**src/rtl/fifo_rr_scheduler.sv**
```systemverilog
// fifo_rr_scheduler: drains four source FIFOs into four destination FIFOs.
// Build option FIFO_SCHED_PRIO_EN makes source 0 strict priority.
module fifo_rr_scheduler #(
  parameter int DATA_WIDTH = 6,
  parameter int CNT_WIDTH  = 8
) (
  input  logic                    clk,
  input  logic                    reset_L,
  input  logic [3:0]              src_empty,
  input  logic [4*DATA_WIDTH-1:0] src_data,
  output logic [3:0]              src_pop,
  input  logic [3:0]              dst_pausa,
  output logic [3:0]              dst_push,
  output logic [DATA_WIDTH-1:0]   data_out,
  output logic                    idle,
  output logic [CNT_WIDTH-1:0]    word_cnt
);

  typedef enum logic [2:0] {
    IDLE = 3'd0,
    READ = 3'd1,
    CAPT = 3'd2,
    HOLD = 3'd3,
    PUSH = 3'd4
  } state_t;

  state_t state_q;
  state_t state_n;

  logic [1:0] grant_q;
  logic [1:0] grant_n;
  logic [1:0] rr_q;
  logic [1:0] rr_n;
  logic [1:0] dest_q;
  logic [1:0] dest_n;
  logic [1:0] pick;
  logic       pick_ok;
  logic       start_ok;

  logic [DATA_WIDTH-1:0] cap_word;
  logic [1:0]            cap_dest;

  function automatic logic [3:0] oh4(input logic [1:0] i);
    return 4'b0001 << i;
  endfunction

`ifdef FIFO_SCHED_PRIO_EN
  // Step k places after b within the 1..3 ring.
  function automatic logic [1:0] rr3(
    input logic [1:0] b,
    input int         k
  );
    int v;
    v = ((int'(b) - 1 + k) % 3) + 1;
    return 2'(v);
  endfunction
`endif

  // Mux the granted source's read data.
  always_comb begin
    cap_word = '0;
    for (int i = 0; i < 4; i++) begin
      if (grant_q == 2'(i)) begin
        cap_word = src_data[i*DATA_WIDTH +: DATA_WIDTH];
      end
    end
  end

  assign cap_dest = cap_word[DATA_WIDTH-1:DATA_WIDTH-2];

  // Pointer as seen by this cycle's search (PUSH retires grant).
  always_comb begin
    rr_n = rr_q;
    if (state_q == PUSH) begin
`ifdef FIFO_SCHED_PRIO_EN
      if (grant_q != 2'd0) begin
        rr_n = grant_q;
      end
`else
      rr_n = grant_q;
`endif
    end
  end

  // Choose the next non-empty source after the pointer.
  always_comb begin
    pick    = 2'd0;
    pick_ok = 1'b0;
`ifdef FIFO_SCHED_PRIO_EN
    if (!src_empty[0]) begin
      pick_ok = 1'b1;
    end else begin
      for (int k = 1; k <= 3; k++) begin
        if (!pick_ok && !src_empty[rr3(rr_n, k)]) begin
          pick    = rr3(rr_n, k);
          pick_ok = 1'b1;
        end
      end
    end
`else
    for (int k = 1; k <= 4; k++) begin
      if (!pick_ok && !src_empty[rr_n + 2'(k)]) begin
        pick    = rr_n + 2'(k);
        pick_ok = 1'b1;
      end
    end
`endif
  end

  // A new read only starts with no destination asking to pause.
  assign start_ok = pick_ok & ~(|dst_pausa);

  // Next-state, grant and destination selection.
  always_comb begin
    state_n = state_q;
    grant_n = grant_q;
    dest_n  = dest_q;
    unique case (state_q)
      IDLE: begin
        if (start_ok) begin
          state_n = READ;
          grant_n = pick;
        end
      end
      READ: begin
        state_n = CAPT;
      end
      CAPT: begin
        dest_n  = cap_dest;
        state_n = dst_pausa[cap_dest] ? HOLD : PUSH;
      end
      HOLD: begin
        if (!dst_pausa[dest_q]) begin
          state_n = PUSH;
        end
      end
      PUSH: begin
        if (start_ok) begin
          state_n = READ;
          grant_n = pick;
        end else begin
          state_n = IDLE;
        end
      end
      default: begin
        state_n = IDLE;
      end
    endcase
  end

  // State and arbitration registers.
  always_ff @(posedge clk or negedge reset_L) begin
    if (!reset_L) begin
      state_q <= IDLE;
      grant_q <= 2'd0;
      rr_q    <= 2'd3;
      dest_q  <= 2'd0;
    end else begin
      state_q <= state_n;
      grant_q <= grant_n;
      rr_q    <= rr_n;
      dest_q  <= dest_n;
    end
  end

  // Strobes and idle come straight from flops.
  always_ff @(posedge clk or negedge reset_L) begin
    if (!reset_L) begin
      src_pop  <= 4'b0000;
      dst_push <= 4'b0000;
      idle     <= 1'b1;
    end else begin
      src_pop  <= (state_n == READ) ? oh4(grant_n) : 4'b0000;
      dst_push <= (state_n == PUSH) ? oh4(dest_n) : 4'b0000;
      idle     <= (state_n == IDLE) & (&src_empty);
    end
  end

  // Captured word and transfer counter.
  always_ff @(posedge clk or negedge reset_L) begin
    if (!reset_L) begin
      data_out <= '0;
      word_cnt <= '0;
    end else begin
      if (state_q == CAPT) begin
        data_out <= cap_word;
      end
      if (state_n == PUSH) begin
        word_cnt <= word_cnt + 1'b1;
      end
    end
  end

`ifndef SYNTHESIS
  // Strobe sanity.
  always_ff @(posedge clk) begin
    if (reset_L) begin
      assert ($onehot0(src_pop));
      assert ($onehot0(dst_push));
      assert (!(|src_pop && |dst_push));
    end
  end
`endif

endmodule

```
**config.mk**
```make
export PLATFORM = sky130hd
export DESIGN_NAME = fifo_rr_scheduler
export DESIGN_NICKNAME = d
export VERILOG_FILES = /design/src/rtl/fifo_rr_scheduler.sv
export SDC_FILE = /design/constraint.sdc
export NUM_CORES = 1
export LEC_CHECK = 0
export CAP_MARGIN = 5
export CORE_ASPECT_RATIO = 0.8
export CORE_MARGIN = 8
export CORE_UTILIZATION = 48
export DETAILED_ROUTE_END_ITERATION = 16
export HOLD_SLACK_MARGIN = 0.06
export MAX_ROUTING_LAYER = met4
export PLACE_DENSITY = 0.84
export SLEW_MARGIN = 10
export SYNTH_ARGS = -nofsm -noshare
export SYNTH_HDL_FRONTEND = slang
export SYNTH_SLANG_ARGS = --single-unit
```
**constraint.sdc**
```tcl
create_clock -name clk -period 4.8 [get_ports clk]
set_input_delay 1.44 -clock clk [delete_from_list [all_inputs] [get_ports clk]]
set_output_delay 1.44 -clock clk [all_outputs]
set_load 0.005 [all_outputs]
```
After elaboration in Yosys (flattened, before gate mapping)
Index checks and enable logic that the tools add are counted.

cells by class
  eq/ne operators = 9
  reduce and logical (&&, ||, !) cells = 14
  add/sub/neg operators = 4
  $lt $le $gt $ge = 6
  multiplexer cells = 35
  bitwise logic cells = 3
  shift-type cells = 2

operators by type and width
  cell                                                count
  2-to-1 mux 6 bit                                    4
  < comparator 2 x 3 -> 1 bit, second input constant  6
  2-to-1 mux 2 bit                                    8
  case mux 3 bit (5 select lines)                     1
  binary-select mux 1 bit (select 2 bit)              6
  2-to-1 mux 1 bit                                    11
  2-to-1 mux 3 bit                                    3
  adder 8 x 1 -> 8 bit, second input constant         1
  2-to-1 mux 4 bit                                    2
  << shifter 1 x 2 -> 4 bit, first input constant     2
  == test 3 x 1 -> 1 bit, second input constant       2
  == test 3 x 2 -> 1 bit, second input constant       2
  == test 3 bit, second input constant                2
  logical NOT 3 bit                                   2
  logical NOT 1 bit                                   5
  adder 2 bit, second input constant                  2
  == test 2 bit, second input constant                2
  AND reduction 4 bit                                 1
  OR reduction 4 bit                                  1
  logical AND 1 bit                                   3
  adder 2 x 1 -> 2 bit, second input constant         1
  bitwise AND 1 bit                                   2
  == test 2 x 1 -> 1 bit, second input constant       1
  logical NOT 2 bit                                   1
  other kinds (2)                                     2

storage, ports and cells
  register bits after elaboration = 32
  bits of input ports = 34
  logic and storage cells = 82
  output and inout bits = 23

Longest topological paths before layout
  depth in word-level cells = 19
  gate-level depth with buffers = 7
  mapped depth without buffers = 6

Least setup slack after synthesis
Ideal clock, no wire load.

  kind = input port to flip-flop
  start point = input port src_data[10]
  end point = register word_cnt[1]
  stages on the path = 5
  required time = 4.672 ns
  slack = 1.738 ns
  setup time = 0.128 ns
  path buffers = 0
  arrival time = 2.934 ns
  path through = mux4_1 > or2_2 > o22ai_1 > nand3b_4 > mux2_1

on the way
  longest elaborated chain between the ends = 8

RTL lines
  element                                 RTL line  source
  from (decl)                             10        input logic [4*DATA_WIDTH-1:0] src_data,
  2-to-1 mux 6 bit (3 in series)          63        if (grant_q == 2'(i)) begin
  binary-select mux 1 bit (select 2 bit)  130       state_n = dst_pausa[cap_dest] ? HOLD : PUSH;
  2-to-1 mux 1 bit (implied by the code)  130
  2-to-1 mux 3 bit                        130
  case mux 3 bit (5 select lines)         118       unique case (state_q)
  == test 3 bit                           188       if (state_n == PUSH) begin
  to (signal assigned)                    189       word_cnt <= word_cnt + 1'b1;
  to (decl)                               16        output logic [CNT_WIDTH-1:0] word_cnt

Every way passes these cells. The select of a mux whose other input is x is not followed.
A chain may end at the register's enable or synchronous reset.

Worst setup path after layout
  start point = input port src_data[23]
  end point = register word_cnt[6]

on the way
  longest elaborated chain between the ends = 6

RTL lines
  element                                 RTL line
  2-to-1 mux 6 bit                        63
  binary-select mux 1 bit (select 2 bit)  130
  2-to-1 mux 1 bit (implied by the code)  130
  2-to-1 mux 3 bit                        130
  case mux 3 bit (5 select lines)         118
  == test 3 bit                           188

Every way passes these cells. The select of a mux whose other input is x is not followed.

==> metrics list <==
* Run status: completed
- Cell area after layout: between 2000 and 2500 sq um
- Entering global routing, the biggest net connects 33 pins.
- Worst slew margin relative to its limit: 0.5209
- Share of cells above drive strength 1: 0.09179
* Type of the setup path with the least slack: input port to flop
- Counting both buffers and inverters, the worst setup path holds a total of 1.
- Counting flops with a built-in enable in the synthesized netlist gives 0.
- STA classifies the critical path endpoint as a flop.
- Type of the most critical hold path: flop to flop
- In the synthesized netlist the async set-or-reset flop fraction comes to 1.000.
- Of the total synthesized cell area, the portion taken by AND, OR, NAND and NOR gates is 0.1933.
* Antenna cell count: 0
- Ranking of synthesized cells by instance count: 33 x sky130_fd_sc_hd__nand2_1, 29 x sky130_fd_sc_hd__dfrtp_1, 10 x sky130_fd_sc_hd__nor3_1
- The most used flip-flop cell after synthesis is sky130_fd_sc_hd__dfrtp_1.
- The worst setup path is launched from an input port.
* Portion of total power attributed to combinational logic: 0.430
- After synthesis, the cell types taking the most area are sky130_fd_sc_hd__dfrtp_1 45%, sky130_fd_sc_hd__mux4_1 8.2%, sky130_fd_sc_hd__nand2_1 7.7%.
* Internal power: around 0.83 mW
- Counting flops and latches in the post-synthesis netlist gives 32.
- Of the total power, the share spent switching nets is 0.3554.
- Of the total synthesized cell area, the portion taken by XOR and XNOR cells is 0.03804.
* Detailed router's first-iteration violation count: 100
- Synthesis produced a netlist whose cell count is about 150.
* Input/output buffers: 56
* Root cell of the clock tree: sky130_fd_sc_hd__clkbuf_8
* Horizontal extent of the die: approximately 80 microns
- Synthesis Warnings: 0
- The first global-routing pass estimated between 6 and 7 mm of wire.
- Vias in the first global route: 1431
- After clock tree synthesis, the clock-pin slew on the worst setup and hold paths is approximately 0.070 ns.
* Max H-tree Level: 2
- The clock net in this run drives a total of 32 sinks.
* Number of rows in the core area: 18
* Die Footprint: around 5500 sq um
- Average via count per standard cell: approximately 5.6
- Worst-Skew Late Latency: 0.29 ns
- The critical path goes through clkdlybuf4s50_1 > mux4_2 > mux2i_1 > o221ai_2 > nor4_1 > xor2_1.
* Starting density of the core: 0.5111
- Vias: 1389
- Of the total power, the clock network draws 0.199.
* Power Total: around 1.3 mW
- Max Fclk: a little over 300 MHz
- The share of the Yosys chip area taken by registers is 0.4992.
* Total overflow reported by the global router: 0
- In this design, the stage delay of the slowest critical-path cell is 0.53 ns.
- Max-Cap Viols: 0
- Data arrives at the worst endpoint at 3.53 ns.
- Subtracting the final worst setup slack from the clock period gives approximately 3.3 ns.
* Number of iterations in the first detailed-routing pass: 4
* Placed inst area: approximately 2200 sq um
- Of the total synthesized cell area, the portion taken by full adders, half adders and majority gates is 0.007764.
* Final-layout setup total negative slack: 0 ns
- Compared with the post-synthesis result, the final layout area differs by 44.10%.
- TritonCTS built the clock tree.
- Standby leakage power: a little over 1 nW
* Net count after synthesis: 180
* Total net switching power: approximately 0.46 mW
- After synthesis, the largest family of logic cells by area is simple AND/OR/NAND/NOR gates.
* Cell area after synthesis: around 1600 sq um
- Total I/O pin count: 57
- After detailed routing, the total wire length is ~4.4 mm.
- Most repeated cell in the gate-level netlist after synthesis: sky130_fd_sc_hd__nand2_1
- Clock tree synthesis inserted a total of 5 buffers.
- The number of different library cells used by synthesis comes to 37.
* Total GRT Usage: 0.1692
- At the worst endpoint, the required time is 5.01 ns.
- In this run the power density over the cells is approximately 550 nW/um^2.
- Floorplan Core Area: about 3200 sq um
- Number of hold violations in the final report: 0
* Worst clock skew: between 0.009 and 0.01 ns
- At the pin with the least slew margin, the transition time is 0.7131 ns.
* Post-place setup slack: 1.218 ns
* Share of synthesized area spent on multiplexers: 0.1498
- Of the total power, registers draw 0.372.
* Setup-failing EPs final: 0
- Number of antenna violations at the first check in global routing: 0
* Final routed DRC violation total: 0
* Routed length per placed instance: roughly 18 microns
- Post-CTS repair changed the size of 0 cells.
- The detail route stage leaves a number of antenna-violating nets equal to 0.
* Average footprint of a synthesized cell: 11.11 sq um
* Area fraction in compound gates after synthesis: 0.08152
- The wire-length estimate of the detail-placed layout is between 3 and 4 mm.
- Final setup slack of the worst path: 1.484 ns
- Along the worst path, the maximum fanout reaches 7.
- Final weighted congestion in routability-driven placement: roughly 0.8
- Peak supply drop: ~0.33 mV
- Hold repair after CTS inserted 0 buffers.
- The share of synthesized area in the top cell type comes to 0.4503.
- The floorplan step set the die height to ~68 microns.
- Post-CTS setup buffers: 0
* Setup repair after global routing missed its margin: no
- Final #Nets: approximately 240
* Cell type of the slowest stage on the worst timing path: sky130_fd_sc_hd__mux4_2
- Clock buffer depth: 2
- Crit path max-delay family: multiplexers
* Number of slew-limit violations in the final report: 0
- The largest total area in the synthesized netlist belongs to sky130_fd_sc_hd__dfrtp_1.
* Crit share post-route: 0.6909
final timing paths:
path                                    from           to  slack, ns  cells after the start
worst max-delay path            src_data[23]  word_cnt[6]       1.48                      6
worst min-delay path             word_cnt[7]  word_cnt[7]       0.47                      1
worst max register to register    grant_q[0]  word_cnt[6]       2.40                      5
worst min register to register   word_cnt[7]  word_cnt[7]       0.47                      1
max in group asynchronous            reset_L         idle       2.91                      2
min in group asynchronous            reset_L  data_out[2]       1.56                      2
routing by layer:
layer / vias to the layer above / part of all wire / track usage
met1: 664 / 0.41 / 0.1995
met5: - / 0 / -
met3: 13 / 0.084 / 0.05105
li1: 644 / - / -
met4: 0 / 0.014 / 0.05556
met2: 68 / 0.49 / 0.2727
flip-flops by register name, summed over array words and instances (netlist names):
| register | cells |
|---|---|
| src_pop | 4 |
| idle | 1 |
| word_cnt | 8 |
| data_out | 6 |
| state_q | 3 |
| grant_q | 2 |
| dst_push | 4 |
| dest_q | 2 |
| rr_q | 2 |
cell families after synthesis:
family	count (synthesis)
compound gates	17
xor+xnor	7
fa+ha+maj	1
buf+inv	11
flops	32
mux	13
simple gates	64
layout make-up:
cell class	instances	area, sq um
clock inverter	3	42.54
fill	212	830.8
clock buffer	5	68.82
timing repair buffer	57	568.0
inverter	8	30.03
sequential	32	804.5
tap	40	50.05
multi-input combinational	102	758.2
power groups by stage:
stage	sequential, mW	clock [mW]	combinational (mW)
2_1_floorplan	0.447	0	0.335
3_3_place_gp	0.467	0	0.524
3_5_place_dp	0.480	0	0.546
4_1_cts	0.477	0.258	0.552
5_1_grt	0.492	0.270	0.595
6_report	0.477	0.255	0.551
layout by cell type (no fill, tap or decap), types with 2 or more instances in the layout:
master and n:
sky130_fd_sc_hd__dfstp_2 3, sky130_fd_sc_hd__clkdlybuf4s50_1 56, sky130_fd_sc_hd__nand2_1 33, sky130_fd_sc_hd__a21oi_1 3, sky130_fd_sc_hd__nor3_1 10, sky130_fd_sc_hd__o22ai_1 3
sky130_fd_sc_hd__nor2_1 5, sky130_fd_sc_hd__o22a_1 3, sky130_fd_sc_hd__mux4_1 5, sky130_fd_sc_hd__mux2i_1 4, sky130_fd_sc_hd__nor4_1 5, sky130_fd_sc_hd__dfrtp_1 29
sky130_fd_sc_hd__clkbuf_8 5, sky130_fd_sc_hd__xor2_1 6, sky130_fd_sc_hd__mux4_2 2, sky130_fd_sc_hd__inv_1 8, sky130_fd_sc_hd__nand2b_1 2, sky130_fd_sc_hd__and2_1 2
metrics by stage:
step	hold WS [ns]	util	cells
finish	0.4748	0.7365	247
global route	0.4919	0.7365	247
CTS	0.4772	0.7365	247
detailed placement	0.4567	0.7012	239
global placement	0.4548	0.7012	239
floorplan	0.4647	-	145
worst reg2reg max path: cells and delay by family, from the launching register on:
family          cells  cell delay (ns)
compound gates      1             0.23
xor+xnor            1             0.18
flops               1             0.56
mux                 2             0.91
simple gates        1             0.46
Note: power is estimated with default switching activity, not from simulation.
